[src/rtl/fifo_sync_param.sv]
// Synchronous single-clock FIFO with registered or first-word-fall-through read,
// registered status flags derived from the next count, and sticky overflow/underflow.
module fifo_sync_param #(
  parameter int WIDTH        = 8,
  parameter int DEEP         = 16,
  parameter int ADRESS_WIDTH = 4,
  parameter int AF_LEVEL     = DEEP - 2,
  parameter int AE_LEVEL     = 2,
  parameter bit FWFT         = 1'b0
) (
  input  logic                    clk,
  input  logic                    rst,
  input  logic                    flush,
  input  logic                    en_w,
  input  logic [WIDTH-1:0]        data_w,
  input  logic                    en_r,
  output logic [WIDTH-1:0]        data_r,
  output logic                    valid_r,
  output logic                    full,
  output logic                    empty,
  output logic                    almost_full,
  output logic                    almost_empty,
  output logic [ADRESS_WIDTH:0]   count,
  output logic                    overflow,
  output logic                    underflow
);

  localparam logic [ADRESS_WIDTH:0]   DEEP_C    = (ADRESS_WIDTH+1)'(DEEP);
  localparam logic [ADRESS_WIDTH:0]   AF_C      = (ADRESS_WIDTH+1)'(AF_LEVEL);
  localparam logic [ADRESS_WIDTH:0]   AE_C      = (ADRESS_WIDTH+1)'(AE_LEVEL);
  localparam logic [ADRESS_WIDTH:0]   CNT_ONE_C = (ADRESS_WIDTH+1)'(1);
  localparam logic [ADRESS_WIDTH-1:0] PTR_ONE_C = ADRESS_WIDTH'(1);

  logic [WIDTH-1:0]        mem_q [DEEP];
  logic [ADRESS_WIDTH-1:0] wr_ptr_q, wr_ptr_d, rd_ptr_q, rd_ptr_d;
  logic [ADRESS_WIDTH:0]   count_q, count_d;
  logic                    full_q, full_d, empty_q, empty_d;
  logic                    af_q, af_d, ae_q, ae_d;
  logic                    ovf_q, ovf_d, udf_q, udf_d;
  logic                    valid_r_q, valid_r_d;
  logic [WIDTH-1:0]        data_r_q, data_r_d;
  logic                    wr_acc_s, rd_acc_s;

  // Flush blocks both requests; a full FIFO still pops, an empty one still pushes.
  assign wr_acc_s = en_w && !full_q && !flush && !rst;
  assign rd_acc_s = en_r && !empty_q && !flush;

  // Next-state logic for pointers, count, read register and status flags
  always_comb begin
    wr_ptr_d  = wr_ptr_q;
    rd_ptr_d  = rd_ptr_q;
    count_d   = count_q;
    ovf_d     = ovf_q;
    udf_d     = udf_q;
    valid_r_d = 1'b0;
    data_r_d  = data_r_q;
    if (flush) begin
      wr_ptr_d  = {ADRESS_WIDTH{1'b0}};
      rd_ptr_d  = {ADRESS_WIDTH{1'b0}};
      count_d   = {(ADRESS_WIDTH+1){1'b0}};
      ovf_d     = 1'b0;
      udf_d     = 1'b0;
      valid_r_d = 1'b0;
    end else begin
      if (wr_acc_s) begin
        wr_ptr_d = wr_ptr_q + PTR_ONE_C;
      end else begin
        wr_ptr_d = wr_ptr_q;
      end
      if (rd_acc_s) begin
        rd_ptr_d  = rd_ptr_q + PTR_ONE_C;
        valid_r_d = 1'b1;
        data_r_d  = mem_q[rd_ptr_q];
      end else begin
        rd_ptr_d  = rd_ptr_q;
        valid_r_d = 1'b0;
        data_r_d  = data_r_q;
      end
      case ({wr_acc_s, rd_acc_s})
        2'b10:   count_d = count_q + CNT_ONE_C;
        2'b01:   count_d = count_q - CNT_ONE_C;
        default: count_d = count_q;
      endcase
      ovf_d = ovf_q | (en_w & full_q);
      udf_d = udf_q | (en_r & empty_q);
    end
    // Flags follow the post-edge count so they need no extra cycle.
    full_d  = (count_d == DEEP_C);
    empty_d = (count_d == {(ADRESS_WIDTH+1){1'b0}});
    af_d    = (count_d >= AF_C);
    ae_d    = (count_d <= AE_C);
  end

  // State registers with synchronous reset dominating everything else
  always_ff @(posedge clk) begin
    if (rst) begin
      wr_ptr_q  <= {ADRESS_WIDTH{1'b0}};
      rd_ptr_q  <= {ADRESS_WIDTH{1'b0}};
      count_q   <= {(ADRESS_WIDTH+1){1'b0}};
      full_q    <= 1'b0;
      empty_q   <= 1'b1;
      af_q      <= 1'b0;
      ae_q      <= 1'b1;
      ovf_q     <= 1'b0;
      udf_q     <= 1'b0;
      valid_r_q <= 1'b0;
      data_r_q  <= {WIDTH{1'b0}};
    end else begin
      wr_ptr_q  <= wr_ptr_d;
      rd_ptr_q  <= rd_ptr_d;
      count_q   <= count_d;
      full_q    <= full_d;
      empty_q   <= empty_d;
      af_q      <= af_d;
      ae_q      <= ae_d;
      ovf_q     <= ovf_d;
      udf_q     <= udf_d;
      valid_r_q <= valid_r_d;
      data_r_q  <= data_r_d;
    end
  end

  // Storage array; contents are left as-is on reset and flush
  always_ff @(posedge clk) begin
    if (wr_acc_s) begin
      mem_q[wr_ptr_q] <= data_w;
    end
  end

  assign data_r       = FWFT ? (empty_q ? {WIDTH{1'b0}} : mem_q[rd_ptr_q]) : data_r_q;
  assign valid_r      = FWFT ? !empty_q : valid_r_q;
  assign full         = full_q;
  assign empty        = empty_q;
  assign almost_full  = af_q;
  assign almost_empty = ae_q;
  assign count        = count_q;
  assign overflow     = ovf_q;
  assign underflow    = udf_q;

endmodule

[config.mk]
export PLATFORM = sky130hd
export DESIGN_NAME = fifo_sync_param
export DESIGN_NICKNAME = d
export VERILOG_FILES = /design/src/rtl/fifo_sync_param.sv
export SDC_FILE = /design/constraint.sdc
export NUM_CORES = 1
export LEC_CHECK = 0
export BUFFER_PORTS_ARGS = -buffer_cell sky130_fd_sc_hd__buf_4
export CORE_ASPECT_RATIO = 1.4
export CORE_MARGIN = 4
export CORE_UTILIZATION = 60
export CTS_BUF_LIST = sky130_fd_sc_hd__clkbuf_16
export DETAILED_ROUTE_END_ITERATION = 8
export PLACE_DENSITY = 0.84
export SYNTH_ARGS = -nofsm -noshare
export SYNTH_HDL_FRONTEND = slang
export SYNTH_SLANG_ARGS = --single-unit
[constraint.sdc]
create_clock -name clk -period 3.73 [get_ports clk]
set_clock_uncertainty 0.2 [all_clocks]
set_input_delay 0.1865 -clock clk [delete_from_list [all_inputs] [get_ports clk]]
set_output_delay 0.1865 -clock clk [all_outputs]
set_load 0.005 [all_outputs]
; Yosys cells after proc, flatten, opt, wreduce, memory -nomap -nowiden
; Memories as Yosys holds them, arrays and structs flattened. A register that Yosys moved wholly into a read port is not among the register bits.
; Index checks and enable logic that the tools add are counted.
; W data, S select, Z words.
[totals]
regBits = 20
ramBits = 128
input_bits = 13
out_inout_bits = 20
wordCells = 42
memories = 1
[op_classes]
addsub = 4
n_lt_le_gt_ge = 2
eq_ne = 3
muxes = 5
n_bitwise = 5
reduce_logical = 12
[mem_list]
columns = memory, depth, word_bits, rd, rd_clocked_by_memory_dff, write_ports, line
row1 = mem_q, 16, 8, 1, 1, 1, 34  ; logic [WIDTH-1:0] mem_q [DEEP];
[op_table]
columns = operator, n
row1 = $pmux W5 S2, 1
row2 = $add A4 B1 Y4 const B, 2
row3 = $add A5 B1 Y5 const B, 1
row4 = $eq A5 B5 Y1 const B, 1
row5 = $ge A5 B4 Y1 const B, 1
row6 = $le A5 B2 Y1 const B, 1
row7 = $logic_and A1 B1 Y1, 5
row8 = $logic_not A5 Y1, 1
row9 = $mux W5, 1
row10 = $sub A5 B1 Y5 const B, 1
row11 = $logic_not A1 Y1, 4
row12 = $mux W1, 3
row13 = $and A1 B1 Y1, 2
row14 = $eq A2 B1 Y1 const B, 1
row15 = $eq A2 B2 Y1 const B, 1
row16 = $or A1 B1 Y1, 2
row17 = $reduce_and A2 Y1, 1
row18 = $reduce_or A2 Y1, 1
row19 = $not A1 Y1, 1

; Logic depth before layout (Yosys ltp)
[logic_depth]
word_depth = 8
mapped_depth = 13
mapped_depth_nobuf = 11

; Least setup slack after synthesis
; No wires, ideal clock.
[synth_timing]
kind = input to register
from = in rst
to = reg af_q (netlist: almost_full)
setup_time_ps = 69
t_arrival_ps = 2700
t_required_ps = 3461
setup_slack_ps = 761
path_stages = 13
n_path_buf = 2
cell_sequence = clkbuf_8 > or2_2 > nor2b_1 > inv_1 > ha_1 > buf_6 > xor2_1 > ha_1 > a21oi_1 > mux2i_1 > xor2_1 > or4_1 > o21ai_1
[synth_via]
elab_chain_len = 6
elab_cells_between_ends = 7
cone_classes = order compare: 1 / eq/ne: 2 / mux: 2 / reduce/logical: 2
[synth_lines]
columns = item, line
row1 = "start, declared", 12  ; input logic rst,
row2 = $logic_not A1 Y1, 45  ; assign wr_acc_s = en_w && !full_q && !flush && !rst;
row3 = $logic_and A1 B1 Y1, 45
row4 = $eq A2 B1 Y1 / $eq A2 B2 Y1 (equally long branches), 79  ; case ({wr_acc_s, rd_acc_s})
row5 = $pmux W5 S2, 79
row6 = $mux W5, 57  ; if (flush) begin
row7 = $ge A5 B4 Y1, 90  ; af_d = (count_d >= AF_C);
row8 = "end signal, assigned", 102  ; af_q <= 1'b0;
row9 = "end signal, assigned", 114  ; af_q <= af_d;
row10 = "end, declared", 38  ; logic af_q, af_d, ae_q, ae_d;
; Several ways; a longest one is shown, not always the timed one.
; A chain may end at the register's enable or synchronous reset.

; Worst setup path after layout
[layout_timing]
from = in rst
to = reg empty_q (netlist: empty)
[layout_via]
elab_chain_len = 6
elab_cells_between_ends = 7
cone_classes = eq/ne: 2 / mux: 2 / reduce/logical: 3
[layout_lines]
columns = item, line
row1 = $logic_not A1 Y1, 45
row2 = $logic_and A1 B1 Y1, 45
row3 = $eq A2 B1 Y1 / $eq A2 B2 Y1 (equally long branches), 79
row4 = $pmux W5 S2, 79
row5 = $mux W5, 57
row6 = $logic_not A5 Y1, 89  ; empty_d = (count_d == {(ADRESS_WIDTH+1){1'b0}});
row7 = "end signal, assigned", 113  ; empty_q <= empty_d;
row8 = "end, declared", 37  ; logic full_q, full_d, empty_q, empty_d;
; Several ways; a longest one is shown, not always the timed one.

==> metrics.yaml <==
clocking:
  cts.htree.levels: 4
  post_cts_resized: 0
  max-clock-path-buffers: 2
  clk-insertion-delay-late_ps: 410
  cts_tree: "yes"
  clockRootBuffer: "sky130_fd_sc_hd__clkbuf_16"
  clock-sinks: 156
  clk_pin_slew_worst_paths_ps: 60
  cts_post_setup_buffers_inserted: 0
  cts_made_buffers: 17
synthesis:
  asyncSetResetFlopFracSynth_pct: 0
  top_post_synthesis_cells_by_area: "sky130_fd_sc_hd__edfxtp_1 (62%), sky130_fd_sc_hd__mux4_2 (12%), sky130_fd_sc_hd__dfxtp_1 (9.0%)"
  synth_cells: 361
  synth.most_common_cell: "sky130_fd_sc_hd__edfxtp_1"
  syn-cell-area_mm2: 0.006236
  synth_commonest_cells: "sky130_fd_sc_hd__edfxtp_1 (128), sky130_fd_sc_hd__nor2_1 (42), sky130_fd_sc_hd__mux4_2 (32)"
  yosysUniqueCellTypes: 40
  ys.flop_type: "sky130_fd_sc_hd__edfxtp_1"
  synthesis.yosys.warnings: 0
  yosysTopAreaCell: "sky130_fd_sc_hd__edfxtp_1"
  synthesis.nets: 382
  synth_top_cell_area_share_pct: 61.64
  synth-seq-cells: 156
  synth_sequential_area_ratio_pct: 70.63
  syn-mean-instance-area_um2: 17.27
  synth_enable_flop_cells: 128
timing:
  final-setup-viol-count: 0
  fin_crit_ps: 3445
  finalSetupTns_ps: 0
  pin_slew_with_the_least_headroom_to_its_limit_ps: 909.1
  rsz0062_at_grt: "no"
  min_period_over_period_pct: 92.35
  maxSlewViolCount: 0
  fmax_mhz: 290.3
  max_slew_margin_pct: 39.17
  hold_violations: 0
die:
  rows: 43
  floorplan.die_area_mm2: 0.01211
  die_y_extent_um: 128.6
  number_of_placed_i_o_pins: 33
  placeableCoreArea_mm2: 0.01006
  initial_utilization_pct: 61.98
  dieWidth_um: 94.16
finish:
  n_antenna_cell: 0
  post-route-cell-area_mm2: 0.007273
  area_delta_synth_final_pct: 16.63
  final_util_pct: 72.29
  number_of_nets_at_the_end_of_the_flow: 431
  final_layout_size_suffix_gt1_share_pct: 25.59
pwr:
  power.static_leakage_nw: 2.416
  cellPowerDensity_mw_per_mm2: 512.7
  vdd_ir_drop_max_uv: 365.3
critical_path:
  slack_of_the_worst_reg_to_reg_path_ps: 460
  worst_setup_path_start_kind: "input port"
  path_max_fanout: 10
  worstSetupEndpointType: "flop"
  critPathRequiredTime_ps: 3830
  cp.arrival_ps: 3550
  path_class: "in2reg"
routing:
  postRouteWirelength_mm: 12.07
  route.detailed.wl_per_inst_um: 21.67
  drc_errors: 0
  post_drt_via_cell_ratio: 5.993
  detailedRoute.firstIterationViolations: 335
  ant_nets: 0
  detail_route.first_pass.iterations: 5
  vias: 3338
global_route:
  globalRouteOverflowTotal: 0
  global_route.usage.total_pct: 22.18
  via_count_of_the_first_global_routing_pass: 3569
  grt_first_pass_wirelength_mm: 19.43
  grt_antenna_before_repair: 0
  maximum_number_of_pins_on_one_net_before_global_route_repair: 36
placement:
  globalplace.congestion: 0.7958
  port_buffers: 32
  place_hpwl_mm: 7.703
  detailed_place.area_mm2: 0.006548
worst_hold_path:
  hold_path_class: "reg2reg"
outcome:
  status: "completed"
run:
  cap_viol_max_count: 0
## what timing repair did
action,CTS,global route
endpoints found under the hold margin,140,0
hold buffers,12,0
endpoints found under the setup margin,0,0
## power by group
part	switching (mW)	internal, mW
clock	0.650	1.10
combinational	0.0462	0.0364
sequential	0.00416	1.89
## worst max-delay path: stages
cell                            delay [ps]
sky130_fd_sc_hd__dlygate4sd3_1         540
sky130_fd_sc_hd__buf_4                 180
sky130_fd_sc_hd__or2_2                 310
sky130_fd_sc_hd__nor2b_1               300
sky130_fd_sc_hd__inv_1                 140
sky130_fd_sc_hd__ha_1                  330
sky130_fd_sc_hd__xor2_1                190
sky130_fd_sc_hd__ha_1                  200
sky130_fd_sc_hd__a21o_2                130
sky130_fd_sc_hd__a21oi_1                60
sky130_fd_sc_hd__nor4_1                450
sky130_fd_sc_hd__xnor2_1               230
sky130_fd_sc_hd__a41o_2                310
## cell usage in the layout (no fill, tap or decap), drive strengths merged, types with 3 or more instances in the layout
| cell | n |
|---|---|
| mux4 | 32 |
| clkinvlp | 6 |
| xnor2 | 3 |
| nand2 | 18 |
| a22oi | 16 |
| mux2i | 10 |
| nor2b | 8 |
| dlygate4sd3 | 12 |
| bufinv | 4 |
| clkbuf | 17 |
| edfxtp | 128 |
| a21oi | 6 |
| nor3 | 7 |
| dfxtp | 28 |
| buf | 40 |
| nor2 | 42 |
| inv | 5 |
| xor2 | 7 |
| ha | 8 |
## area by class of cell
cell class | count | area (um2)
Sequential cell | 156 | 4405
Fill cell | 590 | 2788
Multi-Input combinational cell | 180 | 1662
Clock buffer | 17 | 425.4
Timing Repair Buffer | 52 | 420.4
Clock inverter | 14 | 180.2
Tap cell | 135 | 168.9
Inverter | 3 | 11.26
## cells by family after synthesis
kind of cell | synth area share (%)
fa+ha+maj | 1.605
mux | 13.16
xor+xnor | 1.405
flops | 70.63
buf+inv | 2.729
simple gates | 6.481
compound gates | 3.993
## routing by layer
layer,share of wire (%),up-vias,GRT usage (%),routed length [um]
met5,0,-,0,0
met4,3.1,0,10.71,375
met3,6.0,27,6.199,724
met2,53,140,36.29,6376
met1,38,1678,27.32,4594
li1,-,1493,-,-
## state kept, by name (all words and copies together), names as in the netlist
name	cells
empty	1
overflow	1
almost_full	1
mem_q	128
wr_ptr_q	4
rd_ptr_q	4
valid_r	1
data_r	8
count	5
underflow	1
almost_empty	1
full	1
## final timing paths
check	end	cells past startpoint	startpoint
setup / recovery	empty	13	rst
hold / removal	underflow	2	underflow
setup reg to reg	empty	11	full
hold reg to reg	underflow	2	underflow
## through the flow
step / power [mW] / hold slack [ps] / cells / worst slack (ps)
4_1_cts: 3.743 / 291.1 / 557 / 364.2
2_1_floorplan: 1.964 / 85.37 / 361 / 761.0
6_report: 3.729 / 281.4 / 557 / 285.3
3_3_place_gp: 1.996 / 225.0 / 514 / 598.9
3_5_place_dp: 2.001 / 242.2 / 514 / 502.7
5_1_grt: 3.835 / 319.3 / 557 / 100.6
Power figures use the tool's default switching activity.
